$ cat src/rtl/ac97_pkg.sv
// Shared constants for the AC97 CSR scheduler: CSR register map, channel mode codes,
// sequencer state type and the DMA ring-address helper.
package ac97_pkg;

  localparam logic [13:0] CSR_CTRL       = 14'h00;
  localparam logic [13:0] CSR_PLAY_START = 14'h10;
  localparam logic [13:0] CSR_PLAY_ADDR  = 14'h14;
  localparam logic [13:0] CSR_REC_START  = 14'h20;
  localparam logic [13:0] CSR_REC_ADDR   = 14'h24;

  localparam logic [31:0] MODE_PLAY = 32'd1;
  localparam logic [31:0] MODE_REC  = 32'd3;
  localparam logic [31:0] START_GO  = 32'd1;

  typedef enum logic [1:0] {
    ST_IDLE  = 2'd0,
    ST_CTRL  = 2'd1,
    ST_ADDR  = 2'd2,
    ST_START = 2'd3
  } sched_state_t;

  // Step an address around its ring; the offset is taken modulo 2^32 so a ring
  // straddling the top of the address space still wraps back to its base.
  function automatic logic [31:0] ring_next(input logic [31:0] addr,
                                            input logic [31:0] base,
                                            input logic [31:0] step,
                                            input logic [31:0] size);
    logic [31:0] nxt;
    nxt = addr + step;
    if ((nxt - base) >= size) return base;
    return nxt;
  endfunction

endpackage

$ cat src/rtl/ac97_rr_arb.sv
// Two-way round-robin arbiter: bit 0 = playback, bit 1 = record.
// After reset record counts as last served, so playback wins the first tie.
module ac97_rr_arb (
  input  logic       clk,
  input  logic       rst,
  input  logic [1:0] req,
  input  logic       update,
  output logic [1:0] grant
);

  logic last_rec;

  always_comb begin
    grant = 2'b00;
    case (req)
      2'b01:   grant = 2'b01;
      2'b10:   grant = 2'b10;
      2'b11:   grant = last_rec ? 2'b01 : 2'b10;
      default: grant = 2'b00;
    endcase
  end

  always_ff @(posedge clk or posedge rst) begin
    if (rst)
      last_rec <= 1'b1;
    else if (update && (grant != 2'b00))
      last_rec <= grant[1];
  end

endmodule

$ cat src/rtl/ac97_csr_sched.sv
// AC97 CSR scheduler: issues the CTRL/ADDR/START write triple for whichever DMA
// channel is pending. Define AC97_SCHED_TIMEOUT_EN to add the CSR ack watchdog.
module ac97_csr_sched
  import ac97_pkg::*;
#(
  parameter int unsigned ADDR_STEP = 4,
  parameter int unsigned BUF_BYTES = 4096
) (
  input  logic        clk,
  input  logic        rst,
  input  logic        play_en,
  input  logic        rec_en,
  input  logic        dmar_irq,
  input  logic        dmaw_irq,
  input  logic [31:0] play_base,
  input  logic [31:0] rec_base,
  output logic        csr_req,
  input  logic        csr_ack,
  output logic [13:0] csr_addr,
  output logic [31:0] csr_data,
  output logic        busy,
  output logic [31:0] play_addr,
  output logic [31:0] rec_addr,
  output logic        err
);

  localparam logic [31:0] STEP = 32'(ADDR_STEP);
  localparam logic [31:0] RING = 32'(BUF_BYTES);

  sched_state_t state;
  logic       sel_rec;
  logic [1:0] en;
  logic [1:0] en_q;
  logic [1:0] rise;
  logic [1:0] irq_en;
  logic [1:0] pend;
  logic [1:0] pend_d;
  logic [1:0] grant;
  logic [1:0] grant_take;
  logic [1:0] abort_clr;
  logic       update;
  logic       abort;

  assign en     = {rec_en, play_en};
  assign rise   = en & ~en_q;
  assign irq_en = {dmaw_irq, dmar_irq} & en;
  assign busy   = (state != ST_IDLE);
  assign update = (state == ST_IDLE) && (pend != 2'b00);

  ac97_rr_arb u_arb (
    .clk    (clk),
    .rst    (rst),
    .req    (pend),
    .update (update),
    .grant  (grant)
  );

  // A new request in the same cycle as the grant must survive so it is served
  // after the sequence that is just starting; a disabled channel drops its request.
  assign grant_take = update ? grant : 2'b00;
  assign abort_clr  = abort ? (sel_rec ? 2'b10 : 2'b01) : 2'b00;
  assign pend_d     = ((pend & en & ~grant_take) | rise | irq_en) & ~abort_clr;

  always_ff @(posedge clk or posedge rst) begin
    if (rst) begin
      en_q <= 2'b00;
      pend <= 2'b00;
    end else begin
      en_q <= en;
      pend <= pend_d;
    end
  end

  always_ff @(posedge clk or posedge rst) begin
    if (rst) begin
      play_addr <= '0;
      rec_addr  <= '0;
    end else begin
      if (rise[0])
        play_addr <= play_base;
      else if (irq_en[0])
        play_addr <= ring_next(play_addr, play_base, STEP, RING);
      if (rise[1])
        rec_addr <= rec_base;
      else if (irq_en[1])
        rec_addr <= ring_next(rec_addr, rec_base, STEP, RING);
    end
  end

`ifdef AC97_SCHED_TIMEOUT_EN
  logic [7:0] wdog;
  logic       err_q;
  logic       stall;

  assign stall = csr_req & ~csr_ack;
  // The 255th consecutive unacknowledged cycle triggers the abort.
  assign abort = stall && (wdog == 8'd254);
  assign err   = err_q;

  always_ff @(posedge clk or posedge rst) begin
    if (rst) begin
      wdog  <= 8'd0;
      err_q <= 1'b0;
    end else if (abort) begin
      wdog  <= 8'd0;
      err_q <= 1'b1;
    end else if (stall) begin
      wdog <= wdog + 8'd1;
    end else begin
      wdog <= 8'd0;
    end
  end
`else
  assign abort = 1'b0;
  assign err   = 1'b0;
`endif

  // Sequencer: every write is held on the bus until the cycle it is acknowledged.
  always_ff @(posedge clk or posedge rst) begin
    if (rst) begin
      state    <= ST_IDLE;
      sel_rec  <= 1'b0;
      csr_req  <= 1'b0;
      csr_addr <= '0;
      csr_data <= '0;
    end else if (abort) begin
      state    <= ST_IDLE;
      csr_req  <= 1'b0;
      csr_addr <= '0;
      csr_data <= '0;
    end else begin
      case (state)
        ST_IDLE: begin
          if (pend != 2'b00) begin
            state    <= ST_CTRL;
            sel_rec  <= grant[1];
            csr_req  <= 1'b1;
            csr_addr <= CSR_CTRL;
            csr_data <= grant[1] ? MODE_REC : MODE_PLAY;
          end
        end
        ST_CTRL: begin
          if (csr_ack) begin
            state    <= ST_ADDR;
            csr_addr <= sel_rec ? CSR_REC_ADDR : CSR_PLAY_ADDR;
            csr_data <= sel_rec ? rec_addr : play_addr;
          end
        end
        ST_ADDR: begin
          if (csr_ack) begin
            state    <= ST_START;
            csr_addr <= sel_rec ? CSR_REC_START : CSR_PLAY_START;
            csr_data <= START_GO;
          end
        end
        ST_START: begin
          if (csr_ack) begin
            state    <= ST_IDLE;
            csr_req  <= 1'b0;
            csr_addr <= '0;
            csr_data <= '0;
          end
        end
        default: state <= ST_IDLE;
      endcase
    end
  end

endmodule

$ cat config.mk
export PLATFORM = sky130hd
export DESIGN_NAME = ac97_csr_sched
export DESIGN_NICKNAME = d
export VERILOG_FILES = /design/src/rtl/ac97_pkg.sv /design/src/rtl/ac97_rr_arb.sv /design/src/rtl/ac97_csr_sched.sv
export SDC_FILE = /design/constraint.sdc
export NUM_CORES = 1
export LEC_CHECK = 0
export ABC_AREA = 1
export CORE_ASPECT_RATIO = 0.6
export CORE_MARGIN = 10
export CORE_UTILIZATION = 44
export DETAILED_ROUTE_END_ITERATION = 7
export MAX_ROUTING_LAYER = met4
export PLACE_DENSITY_LB_ADDON = 0.1
export SLEW_MARGIN = 20
export SYNTH_ARGS = -nofsm -noshare
export SYNTH_HDL_FRONTEND = slang
export SYNTH_HIERARCHICAL = 1
export SYNTH_SLANG_ARGS = --single-unit
export TNS_END_PERCENT = 10
$ cat constraint.sdc
create_clock -name clk -period 7 [get_ports clk]
set_input_delay 1.75 -clock clk [delete_from_list [all_inputs] [get_ports clk]]
set_output_delay 1.75 -clock clk [all_outputs]
set_load 0.005 [all_outputs]
==> impl_metrics.tcl <==
set metrics [dict create \
    status "finished, final reports clean" \
    min_path_cells 2 \
    synth_top_area_cell "nand2_1" \
    cp_common_cell "nand2_1" \
    setup_viol 0 \
    yosys.area.top_type_share_pct 26.11 \
    critical_path_class "register to register" \
    power_leakage_nw 8.192 \
    die_w_um 235.5 \
    grt_use_total_pct 28.84 \
    grt-ovfl-total 0 \
    crit_required_ns 7.26 \
    viasPerCell 5.276 \
    start_util_pct 44.55 \
    final.fill_count 2903 \
    dp_hpwl_um 43480 \
    min_period_ns 5.730 \
    crit_slowest_cell "dfrtp_1" \
    cts_buffer_depth 2 \
    arrival_ns 5.99 \
    synth_cell_types 46 \
    post_cts_resized 0 \
    coreArea_sq_mm 0.02752 \
    postSynthCellCount 2165 \
    htreeDepth 3 \
    grt_max_degree 61 \
    worstSetupEndpointType "register" \
    hold_violations 0 \
    drt_iter0_drc 1802 \
    clk_latency_ns 0.38 \
    numCtsBuffers 9 \
    post_cts_buffers 0 \
    num_vias 14165 \
    netlist_area_sq_mm 0.01226 \
    layout-drive-gt1-share_pct 2.633 \
    ios 184 \
    synthArstFlopShare_pct 100.0 \
    fin_nets 2453 \
    cpPeakStageDelay_ns 0.45 \
    totalWireLength_um 51230 \
    rows 47 \
    ys_ff_latch 108 \
    dieArea_sq_mm 0.03516 \
    tightest_slew_ns 1.104 \
    final_common_cell "nand2_1" \
    synth_edf_count 0 \
    start_kind "register" \
    crit_fanout 32 \
    fmax_mhz 174.5 \
    hp-class "register to register" \
    max_slew_margin_pct 26.32 \
    tns_ns 0 \
    multi_input_area_sq_mm 0.007702 \
    cts.root.buffer_cell "clkbuf_16" \
    dr.pass1.iters 6 \
    cts_tree "yes" \
    cap_violations 0 \
    synth_area_leaders "nand2_1 26%, dfrtp_1 22%, inv_1 12%" \
    die_y_um 149.3 \
    ctsHoldBuffers 0 \
    r2r_cells 27 \
    clock_sinks 108 \
    syn_to_final_growth_pct 18.91 \
    fin_area_sq_mm 0.01458 \
    postRouteAntennaNets 0 \
    grt_pass1_vias 12363 \
    placed_area_sq_mm 0.01423 \
    yosysWarnings 6 \
    clock-skew-final_ns 0.01160 \
    peakVddDrop_v 0.0001743 \
    power_density_mw_per_mm2 228.6 \
    mostFrequentLayoutCells "853 x nand2_1, 406 x inv_1, 207 x nand3_1" \
    slew_violations 0 \
    grt_first_pass_wirelength_um 76000 \
    ff_latch_area_sq_mm 0.002704 \
    antenna_found_initial 0 \
    fin_crit_sh_pct 81.86 \
    post_drt_wl_per_cell_um 19.08 \
    synth_area_per_cell_sq_um 5.663 \
    rsz0062_at_grt "no" \
    yosys_most_used_dff "dfrtp_1" \
    port-buffer-count 171 \
    clk_pin_slew_ns 0.08 \
    post-route-drc-count 0 \
    gp_congestion 1.087 \
    synth_seq_area_share_pct 22.05 \
]
registers in the layout, indices dropped and copies added (netlist names):
name / count
sel_rec: 1
play_addr: 32
csr_addr: 3
en_q: 2
csr_data: 32
csr_req: 1
pend: 2
rec_addr: 32
state: 2
u_arb/last_rec: 1
kinds of logic (layout without fill, tap and decap cells):
logic type      Yosys count  after routing  share of synthesized area, %
compound gates          111            111                         5.072
xor+xnor                 49             49                         3.500
fa+ha+maj                70             70                         7.266
buf+inv                 471            612                         15.52
flops                   108            108                         22.05
mux                       1              1                       0.08164
other cells               1             13                       0.03059
simple gates           1354           1354                         46.47
final cells by class:
type	instances	area share [%]
multi-input combinational	1597	52.83
sequential	108	18.55
timing repair buffer	185	12.46
inverter	411	10.60
tap	367	3.150
clock buffer	9	1.545
clock inverter	7	0.8496
antenna	1	0.01716
layer usage:
metal,wire length (um),part of all wire (%),global-route usage [%],vias up
li1,-,-,-,6948
met1,26270,51,45.30,6478
met2,17180,34,31.99,720
met3,7503,15,12.47,19
met4,271,0.53,2.649,0
met5,0,0,-,-
metrics by stage:
stage / std cells / total power, mW / setup WS (ns) / hold WS (ns) / utilization, %
after floorplan: 2176 / 1.910 / 2.433 / 0.4521 / -
after global placement: 2668 / 2.654 / 1.467 / 0.4633 / 51.70
after detailed placement: 2668 / 2.660 / 1.570 / 0.4603 / 51.70
after CTS: 2684 / 3.283 / 1.617 / 0.4789 / 52.96
after global routing: 2684 / 3.549 / 0.8772 / 0.4965 / 52.96
final: 2685 / 3.332 / 1.270 / 0.4803 / 52.97
synthesized netlist by cell type (2+ instances only):
| library cell | number |
|---|---|
| a21oi_1 | 48 |
| a22oi_1 | 5 |
| and2_1 | 4 |
| and3_1 | 4 |
| buf_2 | 15 |
| buf_4 | 16 |
| buf_6 | 7 |
| clkbuf_1 | 21 |
| clkinv_1 | 2 |
| dfrtp_1 | 107 |
| fa_1 | 2 |
| ha_1 | 68 |
| inv_1 | 407 |
| inv_2 | 2 |
| nand2_1 | 853 |
| nand2_2 | 4 |
| nand3_1 | 207 |
| nand3b_1 | 13 |
| nand4_1 | 55 |
| nor2_1 | 165 |
| nor2_2 | 7 |
| nor2_4 | 3 |
| nor3_1 | 22 |
| nor3_2 | 4 |
| nor4_1 | 6 |
| o21ai_0 | 31 |
| o21bai_1 | 5 |
| o22ai_1 | 11 |
| o31ai_1 | 4 |
| or2_2 | 4 |
| xnor2_1 | 3 |
| xor2_1 | 46 |
report_power, final:
part | internal [mW] | switching [mW]
Combinational | 0.649 | 1.12
Sequential | 0.761 | 0.184
Clock | 0.353 | 0.267
Total | 1.76 | 1.57
worst paths after layout:
path	start	to	slack, ns
hold reg to reg	csr_data[0]	csr_data[0]	0.48
setup / recovery	play_addr[2]	play_addr[1]	1.27
min in group asynchronous	rst	u_arb/last_rec	1.80
setup reg to reg	play_addr[2]	play_addr[1]	1.27
max in group asynchronous	rst	csr_data[22]	3.85
hold / removal	csr_data[0]	csr_data[0]	0.48
worst max-delay path: cells and delay by family, from the launching register on:
kind / cells / cell delay [ns]
compound gates: 1 / 0.11
buf+inv: 3 / 0.66
simple gates: 20 / 3.56
xor+xnor: 1 / 0.22
flops: 1 / 0.45
fa+ha+maj: 2 / 0.57
No activity file was read; power rests on OpenSTA's default activity.
